--- src/rtl/bsg_serial_in_parallel_out_last_pp_pkg.sv ---
// Shared constants and helpers for the ping-pong serial-in/parallel-out deserialiser.
// len_to_mask is exported so consumers can build the same valid-word mask from len_o.
package bsg_sipo_last_pp_pkg;

    localparam int num_banks_lp  = 2;
    localparam int max_mask_w_lp = 64;

    function automatic int safe_clog2(input int n);
        return (n > 1) ? $clog2(n) : 1;
    endfunction

    // Bit i set when word i is inside a burst of (len+1) words.
    function automatic logic [max_mask_w_lp-1:0] len_to_mask(input logic [15:0] len);
        logic [max_mask_w_lp-1:0] m;
        for (int i = 0; i < max_mask_w_lp; i++) begin
            m[i] = (16'(i) <= len);
        end
        return m;
    endfunction

endpackage

--- src/rtl/bsg_serial_in_parallel_out_last_pp_if.sv ---
// Serial-in / parallel-out link bundle: narrow word input side and wide burst output side.
// slave is the deserialiser's view; master is the producer/consumer view.
interface bsg_serial_in_parallel_out_last_pp_if
#(
    parameter int width_p   = 8,
    parameter int max_els_p = 4
);
    import bsg_sipo_last_pp_pkg::*;

    localparam int lg_max_els_lp = safe_clog2(max_els_p);

    logic                           v_i;
    logic [width_p-1:0]             data_i;
    logic                           last_i;
    logic                           ready_and_o;
    logic                           v_o;
    logic [max_els_p*width_p-1:0]   data_o;
    logic [lg_max_els_lp-1:0]       len_o;
    logic                           ready_and_i;

    modport slave (
        input  v_i, data_i, last_i, ready_and_i,
        output ready_and_o, v_o, data_o, len_o
    );

    modport master (
        output v_i, data_i, last_i, ready_and_i,
        input  ready_and_o, v_o, data_o, len_o
    );

endinterface

--- src/rtl/bsg_serial_in_parallel_out_last_pp_bank.sv ---
// One ping-pong bank: word storage with per-word write enable, full flag and burst length.
// Data words are intentionally not reset; only full and len are.
module bsg_sipo_last_pp_bank
#(
    parameter int width_p       = 8,
    parameter int max_els_p     = 4,
    parameter int lg_max_els_lp = 2
)
(
    input  logic                                clk_i,
    input  logic                                reset_n_i,
    input  logic                                w_v_i,
    input  logic [lg_max_els_lp-1:0]            w_idx_i,
    input  logic [width_p-1:0]                  w_data_i,
    input  logic                                w_close_i,
    input  logic [lg_max_els_lp-1:0]            w_len_i,
    input  logic                                clear_i,
    output logic                                full_o,
    output logic [max_els_p-1:0][width_p-1:0]   data_o,
    output logic [lg_max_els_lp-1:0]            len_o
);

    logic [max_els_p-1:0][width_p-1:0] data_q, data_d;
    logic                              full_q, full_d;
    logic [lg_max_els_lp-1:0]          len_q, len_d;

    always_comb begin
        data_d = data_q;
        for (int i = 0; i < max_els_p; i++) begin
            if (w_v_i && (w_idx_i == lg_max_els_lp'(i))) data_d[i] = w_data_i;
        end
    end

    // Clear and close never target the same bank in one cycle; close wins if they did.
    always_comb begin
        full_d = full_q;
        if (clear_i)   full_d = 1'b0;
        if (w_close_i) full_d = 1'b1;
        len_d = w_close_i ? w_len_i : len_q;
    end

    always_ff @(posedge clk_i) begin
        data_q <= data_d;
    end

    always_ff @(posedge clk_i or negedge reset_n_i) begin
        if (!reset_n_i) begin
            full_q <= 1'b0;
            len_q  <= '0;
        end else begin
            full_q <= full_d;
            len_q  <= len_d;
        end
    end

    assign full_o = full_q;
    assign data_o = data_q;
    assign len_o  = len_q;

endmodule

--- src/rtl/bsg_serial_in_parallel_out_last_pp.sv ---
// Variable-length burst deserialiser with two ping-pong banks; emits burst length with data.
// Optional BSG_SIPO_LAST_PP_ZERO_FILL_EN zeroes output words above len_o.
module bsg_serial_in_parallel_out_last_pp
    import bsg_sipo_last_pp_pkg::*;
#(
    parameter int width_p   = 8,
    parameter int max_els_p = 4
)
(
    input  logic                                  clk_i,
    input  logic                                  reset_n_i,
    bsg_serial_in_parallel_out_last_pp_if.slave   io
);

    localparam int lg_max_els_lp = safe_clog2(max_els_p);
    localparam logic [lg_max_els_lp-1:0] last_idx_lp = lg_max_els_lp'(max_els_p - 1);

    logic                                              wr_ptr_q, wr_ptr_d;
    logic                                              rd_ptr_q, rd_ptr_d;
    logic [lg_max_els_lp-1:0]                          wcnt_q, wcnt_d;
    logic [num_banks_lp-1:0]                           full;
    logic [num_banks_lp-1:0][max_els_p-1:0][width_p-1:0] bank_data;
    logic [num_banks_lp-1:0][lg_max_els_lp-1:0]        bank_len;
    logic                                              ready, accept, close, deq;
    logic [max_els_p-1:0][width_p-1:0]                 rd_data;
    logic [lg_max_els_lp-1:0]                          rd_len;

    always_comb begin
        ready    = ~full[wr_ptr_q];
        accept   = io.v_i & ready;
        close    = accept & (io.last_i | (wcnt_q == last_idx_lp));
        deq      = full[rd_ptr_q] & io.ready_and_i;
        wr_ptr_d = wr_ptr_q ^ close;
        rd_ptr_d = rd_ptr_q ^ deq;
        wcnt_d   = wcnt_q;
        if (close)       wcnt_d = '0;
        else if (accept) wcnt_d = wcnt_q + 1'b1;
    end

    always_ff @(posedge clk_i or negedge reset_n_i) begin
        if (!reset_n_i) begin
            wr_ptr_q <= 1'b0;
            rd_ptr_q <= 1'b0;
            wcnt_q   <= '0;
        end else begin
            wr_ptr_q <= wr_ptr_d;
            rd_ptr_q <= rd_ptr_d;
            wcnt_q   <= wcnt_d;
        end
    end

    for (genvar b = 0; b < num_banks_lp; b++) begin : g_bank
        bsg_sipo_last_pp_bank #(
            .width_p       (width_p),
            .max_els_p     (max_els_p),
            .lg_max_els_lp (lg_max_els_lp)
        ) u_bank (
            .clk_i     (clk_i),
            .reset_n_i (reset_n_i),
            .w_v_i     (accept & (wr_ptr_q == 1'(b))),
            .w_idx_i   (wcnt_q),
            .w_data_i  (io.data_i),
            .w_close_i (close & (wr_ptr_q == 1'(b))),
            .w_len_i   (wcnt_q),
            .clear_i   (deq & (rd_ptr_q == 1'(b))),
            .full_o    (full[b]),
            .data_o    (bank_data[b]),
            .len_o     (bank_len[b])
        );
    end

    assign rd_data = bank_data[rd_ptr_q];
    assign rd_len  = bank_len[rd_ptr_q];

    assign io.ready_and_o = ready;
    assign io.v_o         = full[rd_ptr_q];
    assign io.len_o       = rd_len;

`ifdef BSG_SIPO_LAST_PP_ZERO_FILL_EN
    logic [max_els_p-1:0] word_mask;
    assign word_mask = max_els_p'(len_to_mask(16'(rd_len)));
    for (genvar i = 0; i < max_els_p; i++) begin : g_zf
        assign io.data_o[i*width_p +: width_p] = word_mask[i] ? rd_data[i] : '0;
    end
`else
    assign io.data_o = rd_data;
`endif

endmodule

--- src/flat_wrapper.sv ---
// flat-port wrapper written by rule: the top's interface ports become plain ports
module bsg_serial_in_parallel_out_last_pp_flat import bsg_sipo_last_pp_pkg::*;
#(
    parameter int width_p   = 8,
    parameter int max_els_p = 4
)
  (clk_i, reset_n_i, io_v_i, io_data_i, io_last_i, io_ready_and_i, io_ready_and_o, io_v_o, io_data_o, io_len_o);
  bsg_serial_in_parallel_out_last_pp_if #(.width_p(width_p), .max_els_p(max_els_p)) io_i ();
  input  logic clk_i;
  input  logic reset_n_i;
  input wire logic [$bits(io_i.v_i)-1:0] io_v_i;
  input wire logic [$bits(io_i.data_i)-1:0] io_data_i;
  input wire logic [$bits(io_i.last_i)-1:0] io_last_i;
  input wire logic [$bits(io_i.ready_and_i)-1:0] io_ready_and_i;
  output wire logic [$bits(io_i.ready_and_o)-1:0] io_ready_and_o;
  output wire logic [$bits(io_i.v_o)-1:0] io_v_o;
  output wire logic [$bits(io_i.data_o)-1:0] io_data_o;
  output wire logic [$bits(io_i.len_o)-1:0] io_len_o;
  assign io_i.v_i = io_v_i;
  assign io_i.data_i = io_data_i;
  assign io_i.last_i = io_last_i;
  assign io_i.ready_and_i = io_ready_and_i;
  assign io_ready_and_o = io_i.ready_and_o;
  assign io_v_o = io_i.v_o;
  assign io_data_o = io_i.data_o;
  assign io_len_o = io_i.len_o;
  bsg_serial_in_parallel_out_last_pp #(.width_p(width_p), .max_els_p(max_els_p)) u_core (.clk_i(clk_i), .reset_n_i(reset_n_i), .io(io_i));
endmodule
--- config.mk ---
export PLATFORM = sky130hd
export DESIGN_NAME = bsg_serial_in_parallel_out_last_pp_flat
export DESIGN_NICKNAME = d
export VERILOG_FILES = /design/src/rtl/bsg_serial_in_parallel_out_last_pp_pkg.sv /design/src/rtl/bsg_serial_in_parallel_out_last_pp_if.sv /design/src/rtl/bsg_serial_in_parallel_out_last_pp_bank.sv /design/src/rtl/bsg_serial_in_parallel_out_last_pp.sv /design/src/flat_wrapper.sv
export SDC_FILE = /design/constraint.sdc
export NUM_CORES = 1
export LEC_CHECK = 0
export CAP_MARGIN = 10
export CORE_MARGIN = 5
export CORE_UTILIZATION = 47
export CTS_CLUSTER_SIZE = 8
export DETAILED_ROUTE_END_ITERATION = 10
export PLACE_DENSITY = 0.75
export SLEW_MARGIN = 10
export SYNTH_ARGS = -nofsm -noshare
export SYNTH_HDL_FRONTEND = slang
export SYNTH_HIERARCHICAL = 1
export SYNTH_SLANG_ARGS = --single-unit
--- constraint.sdc ---
create_clock -name clk_i -period 1.7 [get_ports clk_i]
set_input_delay 0.255 -clock clk_i [delete_from_list [all_inputs] [get_ports clk_i]]
set_output_delay 0.255 -clock clk_i [all_outputs]
set_load 0.01 [all_outputs]
# Yosys cells after proc, flatten, opt, wreduce, memory -nomap -nowiden
# Index checks and enable logic that the tools add are counted.
[classes] addsub=1 n_lt_le_gt_ge=2 eq_ne=3 muxes=14 bitwise=15 n_reduce_logical=12
[op_table] op="32-bit 2-to-1 mux" n=2
[op_table] op="1-bit bitwise AND" n=9
[op_table] op="1-bit logical AND" n=8
[op_table] op="1-bit 2-to-1 mux" n=8
[op_table] op="2-bit 2-to-1 mux" n=4
[op_table] op="2-bit nonzero test" n=3
[op_table] op="2-bit equality test (second input constant)" n=2
[op_table] op="1-bit by 2-bit less-than comparator with 1-bit output (second input constant)" n=2
[op_table] op="1-bit inverter" n=3
[op_table] op="2-bit by 1-bit adder with 2-bit output (second input constant)" n=1
[op_table] op="2-bit by 1-bit equality test with 1-bit output (second input constant)" n=1
[op_table] op="2-bit logical NOT" n=1
[op_table] op="1-bit bitwise XOR" n=2
[op_table] op="1-bit OR" n=1
[word_totals] ff_bits=74 in_bits=13

# Longest topological paths before layout
# Gate-level depths: netlist of the first run.
[depth] depth_word=7 depth_mapped=6 mapped_depth_nobuf=5

# Hierarchy
# Netlist of the first run, hierarchy kept.
[modules_own_cells] mod="bsg_sipo_last_pp_bank" n_inst=2 cells_per_inst=44 area_each_um2=1107.3
[modules_own_cells] mod="bsg_serial_in_parallel_out_last_pp" n_inst=1 cells_per_inst=64 area_each_um2=685.7

# Worst setup path after synthesis of the first run
# OpenSTA, ideal clock, no wires.
[synth_timing] path_kind="reg2reg" start="register u_core.wr_ptr_q" end="register u_core.g_bank[1].u_bank.data_q, in the netlist u_core/g_bank[1].u_bank/data_o[0], enable pin" setup_time_ns=0.385 t_arrival_ns=1.463 required_time_ns=1.315 slack_ns=-0.148 path_stages_with_launch=4 path_buffers=0 synth_period_minus_slack_ns=1.848 path_cell_list="dfrtp_1 inv_1 nor3b_1 nor3b_1"
[synth_via] elab_chain_cells=6
[synth_rtl] item="from (decl)" line_no="bsg_serial_in_parallel_out_last_pp.sv:18" rtl="logic wr_ptr_q, wr_ptr_d;"
[synth_rtl] item="from (signal assigned)" line_no="bsg_serial_in_parallel_out_last_pp.sv:46" rtl="wr_ptr_q <= wr_ptr_d;"
[synth_rtl] item="1-bit 2-to-1 mux (implied by the code) (2 in series)" line_no="bsg_serial_in_parallel_out_last_pp.sv:29" rtl="ready = ~full[wr_ptr_q];"
[synth_rtl] item="1-bit inverter" line_no="bsg_serial_in_parallel_out_last_pp.sv:29"
[synth_rtl] item="1-bit bitwise AND" line_no="bsg_serial_in_parallel_out_last_pp.sv:30" rtl="accept = io.v_i & ready;"
[synth_rtl] item="1-bit bitwise AND (*)" line_no="bsg_serial_in_parallel_out_last_pp.sv:60" rtl=".w_v_i (accept & (wr_ptr_q == 1'(b))),"
[synth_rtl] item="1-bit logical AND (*)" line_no="bsg_serial_in_parallel_out_last_pp_bank.sv:30" rtl="if (w_v_i && (w_idx_i == lg_max_els_lp'(i))) data_d[i] = w_data_i;"
[synth_rtl] item="to (signal assigned)" line_no="bsg_serial_in_parallel_out_last_pp_bank.sv:43" rtl="data_q <= data_d;"
[synth_rtl] item="to (decl)" line_no="bsg_serial_in_parallel_out_last_pp_bank.sv:23" rtl="logic [max_els_p-1:0][width_p-1:0] data_q, data_d;"
# Mark *: on every way between the ends. The rest lies on a longest branch, timed or not. The select of a mux whose other input is x is not followed.
# A chain may end at the register's enable or synchronous reset.

# Final worst setup path of the first run
[layout_timing] start="register u_core.rd_ptr_q" end="output port io_data_o[28]"
[layout_via] elab_chain_cells=2
[layout_rtl] item="from (decl)" line_no="bsg_serial_in_parallel_out_last_pp.sv:19" rtl="logic rd_ptr_q, rd_ptr_d;"
[layout_rtl] item="from (signal assigned)" line_no="bsg_serial_in_parallel_out_last_pp.sv:47" rtl="rd_ptr_q <= rd_ptr_d;"
[layout_rtl] item="32-bit 2-to-1 mux (implied by the code) (2 in series)" line_no="bsg_serial_in_parallel_out_last_pp.sv:72" rtl="assign rd_data = bank_data[rd_ptr_q];"
[layout_rtl] item="to (decl)" line_no="flat_wrapper.sv:17" rtl="output wire logic [$bits(io_i.data_o)-1:0] io_data_o;"
# Every way passes these cells. The select of a mux whose other input is x is not followed.

==> results of run 1 <==
critical path: stages (launching register included):
cell	delay, ps
sky130_fd_sc_hd__dfrtp_2	440
sky130_fd_sc_hd__buf_12	150
sky130_fd_sc_hd__buf_12	130
sky130_fd_sc_hd__buf_6	110
sky130_fd_sc_hd__mux2_4	290
sky130_fd_sc_hd__buf_6	120
how the worst max path moves through the flow:
stage | from | endpoint | slack [ps] | cells past startpoint
after floorplan | u_core/wr_ptr_q | u_core/g_bank[1].u_bank/len_o[0] | 80 | 5
after global placement | io_v_i | u_core/g_bank[1].u_bank/data_o[28] | -100 | 5
after detailed placement | io_v_i | u_core/g_bank[0].u_bank/data_o[10] | -130 | 6
after CTS | u_core/rd_ptr_q | io_data_o[28] | -160 | 5
after global routing | u_core/rd_ptr_q | io_data_o[5] | -200 | 5
final | u_core/rd_ptr_q | io_data_o[28] | -140 | 5
synthesized netlist by cell type:
cell	instances	area share [%]
sky130_fd_sc_hd__dfrtp_1	10	8.6
sky130_fd_sc_hd__nand2_2	1	0.22
sky130_fd_sc_hd__buf_2	1	0.17
sky130_fd_sc_hd__inv_1	7	0.91
sky130_fd_sc_hd__and3_1	2	0.43
sky130_fd_sc_hd__edfxtp_1	64	66
sky130_fd_sc_hd__nor2_1	4	0.52
sky130_fd_sc_hd__mux2i_2	1	0.47
sky130_fd_sc_hd__buf_4	3	0.78
sky130_fd_sc_hd__a21o_1	2	0.52
sky130_fd_sc_hd__mux2i_1	1	0.35
sky130_fd_sc_hd__nand2_1	3	0.39
sky130_fd_sc_hd__nor3b_1	4	1.0
sky130_fd_sc_hd__mux2_4	5	2.6
sky130_fd_sc_hd__nor3_1	1	0.17
sky130_fd_sc_hd__ha_1	5	2.2
sky130_fd_sc_hd__and2_1	1	0.22
sky130_fd_sc_hd__mux2_2	35	14
sky130_fd_sc_hd__and3b_1	2	0.60
area by class of cell:
class	instances	share of cell area, %
Clock buffer	10	3.107
Clock inverter	6	1.401
Inverter	7	0.6397
Multi-Input combinational cell	67	18.03
Sequential cell	74	52.91
Tap cell	75	2.284
Timing Repair Buffer	85	21.63
cell families after synthesis:
logic type / share of synthesized area (%)
buffers and inverters: 1.855
DFF: 74.89
adders and majority gates: 2.157
AOI/OAI and AO/OA: 0.5175
and+or+nand+nor: 3.581
muxes: 17.00
report_power, final:
group / internal [mW] / total, mW / leakage [nW] / switching, mW
sequential: 2.24 / 2.38 / 0.702 / 0.138
clock: 0.665 / 1.27 / 0.0874 / 0.601
combinational: 1.79 / 2.91 / 0.860 / 1.12
total: 4.70 / 6.56 / 1.65 / 1.86
repair_timing:
action                                  in CTS  in global routing
endpoints found under the setup margin      36                 38
pin swaps                                    0                  1
endpoints found under the hold margin        0                  0
gates resized for setup                    196                 14
buffers inserted                            19                  3
registers in the layout, indices dropped and copies added (netlist names):
signal	cells
u_core/wr_ptr_q	1
u_core/wcnt_q	2
u_core/rd_ptr_q	1
u_core/g_bank.u_bank/len_o	4
u_core/g_bank.u_bank/full_o	2
u_core/g_bank.u_bank/data_o	64
metal layers:
layer  up-vias  routed length [um]  track usage, %
li1        758                   -               -
met1       834                2347           19.03
met2        41                3323           29.10
met3         8                 243           4.469
met4         0                  63           6.181
met5         -                   0               0
per-stage QoR:
step / instance area [um2] / setup WS [ps] / instances
2_1_floorplan: 2910 / 75.54 / 152
3_3_place_gp: 3625 / -102.8 / 290
3_5_place_dp: 3625 / -133.4 / 290
4_1_cts: 4078 / -156.4 / 325
5_1_grt: 4108 / -196.3 / 324
6_report: 4108 / -144.6 / 324
==> results.rst, run 1 <==
.. list-table::
   :header-rows: 1

   * - Metric
     - Value
   * - Register cell area after layout
     - approximately 2200 um2
   * - Worst reg2reg startpoint
     - u_core/wr_ptr_q
   * - Largest buffer count on any clock path
     - 2
   * - Worst slew pin tran
     - approximately 490 ps
   * - Highest clock rate
     - 542.1 MHz
   * - Finish-stage setup viols
     - 34
   * - Wire length per cell after detailed routing
     - 18.45 um
   * - Initial antenna violation count
     - 0
   * - Final estimated routing congestion in global placement
     - slightly below 0.8
   * - Count of nets after finishing
     - roughly 260
   * - Total via count in the routed design
     - roughly 1.6k
   * - Clock slew at the register clock pins of the worst setup and hold paths
     - around 70 ps
   * - Total Power Consumption
     - around 6.6 mW
   * - Crit path kind
     - reg -> out
   * - TritonCTS clock tree
     - yes
   * - Peak fanout along the critical path
     - 8
   * - Reg2Reg Capture Point
     - u_core/g_bank[1].u_bank/len_o[1]
   * - Fraction of final layout cells with drive strength greater than 1
     - 53.41%
   * - Count of fill cells added during filler insertion
     - between 400 and 500
   * - Netlist area before placement
     - 2900 um2
   * - Maximum vdd ir drop
     - between 0.9 and 1 mV
   * - Syn Nets
     - between 150 and 200
   * - Max Cap Viol
     - 0
   * - Category of the worst setup path capture point
     - primary output
   * - HPWL after detailed placement
     - between 3000 and 4000 um
   * - Post-synthesis instance total
     - approximately 150
   * - Multi-input gate area in the final layout
     - about 740 um2
   * - Layout Utilization
     - 68.97%
   * - Setup repair after global routing missed its margin
     - true
   * - Register area share after synthesis
     - between 70% and 80%
   * - I/O Buffers
     - 48
   * - Post-layout min period
     - 1845 ps
   * - Gr ovfl total
     - 0
   * - Starting density of the core
     - between 40% and 50%
   * - Total number of placement rows
     - 28
   * - Root buffer cell
     - sky130_fd_sc_hd__clkbuf_8
   * - Outcome
     - finished with violations
   * - Worst r2r path cells
     - 5
   * - Area of the core
     - 5956 um2
   * - Die boundary width
     - approximately 89 um
   * - Final-report max-slew violation count
     - 0
   * - Antenna viol nets, final
     - 0
   * - Die Span Y
     - between 80 and 90 um
   * - GRT Resource Usage Total
     - 16.43%
   * - DRC viols
     - 0
   * - Count of clock tree sinks
     - 74
   * - Commonest non-fill, non-tap cells in the layout
     - sky130_fd_sc_hd__edfxtp_1 (64), sky130_fd_sc_hd__buf_6 (43), sky130_fd_sc_hd__mux2_2 (22), sky130_fd_sc_hd__buf_4 (22), sky130_fd_sc_hd__mux2_4 (18)
   * - Worst setup slack after layout
     - -144.6 ps
   * - Yosys warnings
     - 6
   * - Global-route wire length before repair
     - 9135 um
   * - Arrival time reported for the critical path endpoint
     - 1590 ps
   * - Portion of the clock cycle consumed by the worst path in the final layout
     - 108.5%
   * - Post-route setup TNS
     - -1795 ps
   * - Later-pin clock latency in the skew report
     - 340 ps
   * - Worst hold slack across all endpoints
     - 243.5 ps
   * - Number of distinct library cell variants in the gate-level netlist after synthesis
     - 19
   * - Hold Buf Count CTS
     - 0
   * - 1st-iter DRT viols
     - a little over 100
   * - Overall routed net length
     - 5978 um
   * - Violated checks
     - setup timing
   * - Post-synthesis register bit count
     - 74
   * - Startpoint Class
     - flip-flop
   * - Pwr Density
     - about 1600 nW/um2
   * - Mean post-synth cell area
     - 19.08 um2
   * - Inserted Clock Buffers
     - 9
   * - Relative max-transition margin
     - about two thirds
   * - Via count of the first global-routing pass
     - 1799
   * - Maximum number of pins on one net before global-route repair
     - 13
   * - Commonest non-fill, non-tap cell in the layout
     - sky130_fd_sc_hd__edfxtp_1
   * - Path category of the worst min-delay check
     - in -> async
   * - Count of pins on the block boundary
     - a little under 50
   * - CP required
     - around 1400 ps
   * - Initial DRT Pass Iterations
     - 4
   * - Post-route clock skew
     - 4.200 ps
   * - Ratio of routed vias to standard cells
     - 5.065
   * - Register-to-register setup slack
     - about 30 ps
   * - Diodes inserted
     - 0
   * - Static Leak
     - between 1.5 and 2 nW
   * - Area added between synthesis and finish
     - 41.63%
   * - Area enclosed by the die boundary
     - between 7000 and 8000 um2
   * - Number of H-tree levels
     - 3
   * - Final Hold Vio Count
     - 0
No activity file was read; power rests on OpenSTA's default activity.
==> run 2, diff against run 1 <==
Settings changed: GPL_ROUTABILITY_DRIVEN set to 1.
==> results of run 2 <==
Same layout as run 1: the final DEF is identical, and so are final timing and power.
==> run 3, diff against run 2 <==
Settings changed: REMOVE_ABC_BUFFERS set to 1.
==> results.rst, run 3 (same netlist as run 1, synthesis figures left out) <==
.. list-table::
   :header-rows: 1

   * - Metric
     - Value
   * - Portion of the clock cycle consumed by the worst path in the final layout
     - 107.1% (-1.4 points)
   * - Register-to-register setup slack
     - 70 ps (+40 ps)
   * - Count of nets after finishing
     - 250 (-4.6%)
   * - Total number of placement rows
     - 28 (unchanged)
   * - Post-route insts no fill
     - 312 (-3.7%)
   * - HPWL after detailed placement
     - 3754 um (-3.9%)
   * - Post-route setup TNS
     - -1073 ps (+721.7 ps)
   * - Antenna viol nets, final
     - 0 (unchanged)
   * - GRT Resource Usage Total
     - 16.22% (-0.21 points)
   * - Internal Dissipation
     - 4.654 mW (-0.98%)
   * - Initial DRT Pass Iterations
     - 4 (unchanged)
   * - Area added between synthesis and finish
     - 40.29%
   * - Ratio of routed vias to standard cells
     - 5.022 (-0.84%)
   * - Overall routed net length
     - 5794 um (-3.1%)
   * - Global-route wire length before repair
     - 8956 um (-2.0%)
   * - Relative max-transition margin
     - 69.91% (+2.5 points)
   * - Part of the power in registers
     - 36.6% (+0.3 points)
   * - Hold Buf Count CTS
     - 0 (unchanged)
   * - Final estimated routing congestion in global placement
     - 0.8128 (+2.5%)
   * - Final-report max-slew violation count
     - 0 (unchanged)
   * - Total via count in the routed design
     - 1567 (-4.5%)
   * - Clock slew at the register clock pins of the worst setup and hold paths
     - 70 ps (about the same)
   * - Category of the worst setup path capture point
     - primary output
   * - Initial antenna violation count
     - 0 (unchanged)
   * - Worst setup slack after layout
     - -121.2 ps (+23.41 ps)
   * - Maximum number of pins on one net before global-route repair
     - 13 (unchanged)
   * - Count of pins on the block boundary
     - 49 (unchanged)
   * - Highest clock rate
     - 549.1 MHz (+1.3%)
   * - Relative contribution of the clock network to total power
     - 19.9% (+0.6 points)
   * - Die boundary width
     - 88.56 um (unchanged)
   * - Maximum vdd ir drop
     - 1.054 mV (+17%)
   * - Static Leak
     - 1.630 nW (-1.2%)
   * - Max Cap Viol
     - 0 (unchanged)
   * - Startpoint Class
     - flip-flop
   * - Via count of the first global-routing pass
     - 1726 (-4.1%)
   * - TritonCTS clock tree
     - yes
   * - Switching power
     - 1.835 mW (-1.5%)
   * - Root buffer cell
     - sky130_fd_sc_hd__clkbuf_8
   * - Gr ovfl total
     - 0 (unchanged)
   * - Finish-stage setup viols
     - 22 (-35%)
   * - Pwr Density
     - 1595 nW/um2 (-0.18%)
   * - Wire length per cell after detailed routing
     - 18.57 um (+0.65%)
   * - Later-pin clock latency in the skew report
     - 330 ps (about the same)
   * - Worst hold slack across all endpoints
     - 237.1 ps (-6.438 ps)
   * - 1st-iter DRT viols
     - 65 (-36%)
   * - Post-layout min period
     - 1821 ps (-23.41 ps)
   * - Post-route clock skew
     - 6.361 ps (+2.160 ps)
   * - Starting density of the core
     - 48.70% (unchanged)
   * - Count of clock tree sinks
     - 74 (unchanged)
   * - Area enclosed by the die boundary
     - 7842 um2 (unchanged)
   * - Worst slew pin tran
     - 449.9 ps (-37.95 ps)
   * - Commonest non-fill, non-tap cells in the layout
     - sky130_fd_sc_hd__edfxtp_1 (64), sky130_fd_sc_hd__buf_6 (36), sky130_fd_sc_hd__mux2_4 (24)
   * - Max FFs per register
     - 64 (unchanged)
   * - Die Span Y
     - 88.56 um (unchanged)
   * - Path category of the worst min-delay check
     - in -> async
   * - Share of power burned in combinational logic
     - 43.5% (-0.9 points)
   * - Largest buffer count on any clock path
     - 2 (unchanged)
   * - Arrival time reported for the critical path endpoint
     - 1570 ps (-20 ps)
   * - Crit path kind
     - reg -> out
   * - Commonest non-fill, non-tap cell in the layout
     - sky130_fd_sc_hd__edfxtp_1
   * - Number of H-tree levels
     - 3 (unchanged)
   * - Final Hold Vio Count
     - 0 (unchanged)
   * - Inserted Clock Buffers
     - 9 (unchanged)
   * - Area of the core
     - 5956 um2 (unchanged)
   * - Peak fanout along the critical path
     - 5 (-3)
   * - CP required
     - 1440 ps (about the same)
   * - I/O Buffers
     - 48 (unchanged)
   * - Layout Utilization
     - 68.32% (-0.65 points)
   * - Worst r2r path cells
     - 5 (unchanged)
   * - Fraction of final layout cells with drive strength greater than 1
     - 50.21% (-3.2 points)
   * - Outcome
     - finished with violations
   * - Diodes inserted
     - 0 (unchanged)
   * - DRC viols
     - 0 (unchanged)
   * - Violated checks
     - setup timing
   * - Switching share of total power
     - 28.27% (-0.096 points)
   * - Setup repair after global routing missed its margin
     - true
   * - Placed Cells
     - 288 (-0.69%)
[run 3: cell count changes in the layout (fill, tap and decap cells not counted), moves of 2 or more]
cell	change
sky130_fd_sc_hd__buf_4	-7
sky130_fd_sc_hd__mux2_2	-6
sky130_fd_sc_hd__clkbuf_1	+3
sky130_fd_sc_hd__clkinv_1	-2
sky130_fd_sc_hd__mux2_4	+6
sky130_fd_sc_hd__buf_12	+3
sky130_fd_sc_hd__buf_16	+2
sky130_fd_sc_hd__buf_6	-7
sky130_fd_sc_hd__buf_8	-3
[run 3: final cells by class]
| cell class | instances | area (um2) |
|---|---|---|
| Clock inverter | 2 | 37.54 |
| Multi-Input combinational cell | 67 | 758.2 |
| Fill cell | 406 | 1887 |
| Tap cell | 75 | 93.84 |
| Inverter | 7 | 26.28 |
| Clock buffer | 14 | 152.6 |
| Timing Repair Buffer | 73 | 827.0 |
| Sequential cell | 74 | 2173 |
[run 3: worst max-delay path, stage by stage (launching register included)]
cell and delay [ps]:
sky130_fd_sc_hd__dfrtp_2 430, sky130_fd_sc_hd__buf_12 140, sky130_fd_sc_hd__buf_12 120, sky130_fd_sc_hd__buf_12 120, sky130_fd_sc_hd__mux2_4 300, sky130_fd_sc_hd__buf_6 120
[run 3: power by group through the flow]
stage          sequential (mW)  combinational [mW]  clock (mW)
6_report                  2.38                2.82        1.29
5_1_grt                   2.40                2.98        1.42
4_1_cts                   2.37                2.82        1.32
3_5_place_dp              2.40                2.19           0
3_3_place_gp              2.38                2.11           0
2_1_floorplan             2.51               0.968           0
[run 3: timing repair]
item / 4_1_cts / 5_1_grt
endpoints found under the setup margin: 36 / 39
gates cloned: 3 / 0
pin swaps: 0 / 1
setup buffers: 4 / 2
resized for setup: 191 / 14
[run 3: per-stage QoR]
stage | setup slack (ps) | power, mW | area, um2
after floorplan | -357.4 | 3.474 | 2873
after detailed placement | -161.1 | 4.591 | 3612
after CTS | -144.1 | 6.512 | 4031
after global routing | -173.5 | 6.795 | 4069
final | -121.2 | 6.488 | 4069
after global placement | -70.73 | 4.492 | 3612
[run 3: final timing paths]
check,startpoint,end
setup / recovery,u_core/rd_ptr_q,io_data_o[23]
hold / removal,reset_n_i,u_core/wcnt_q[1]
setup reg to reg,u_core/wr_ptr_q,u_core/g_bank[0].u_bank/len_o[1]
hold reg to reg,u_core/g_bank[0].u_bank/len_o[0],u_core/g_bank[0].u_bank/len_o[0]
max in group asynchronous,reset_n_i,u_core/rd_ptr_q
min in group clk_i,u_core/g_bank[0].u_bank/len_o[0],u_core/g_bank[0].u_bank/len_o[0]
[run 3: metal layers]
| layer | vias up | routed length [um] | global-route usage (%) |
|---|---|---|---|
| met4 | 0 | 86 | 7.005 |
| met1 | 786 | 2299 | 18.76 |
| met3 | 6 | 245 | 3.911 |
| met5 | - | 0 | 0 |
| met2 | 38 | 3162 | 28.69 |
| li1 | 737 | - | - |
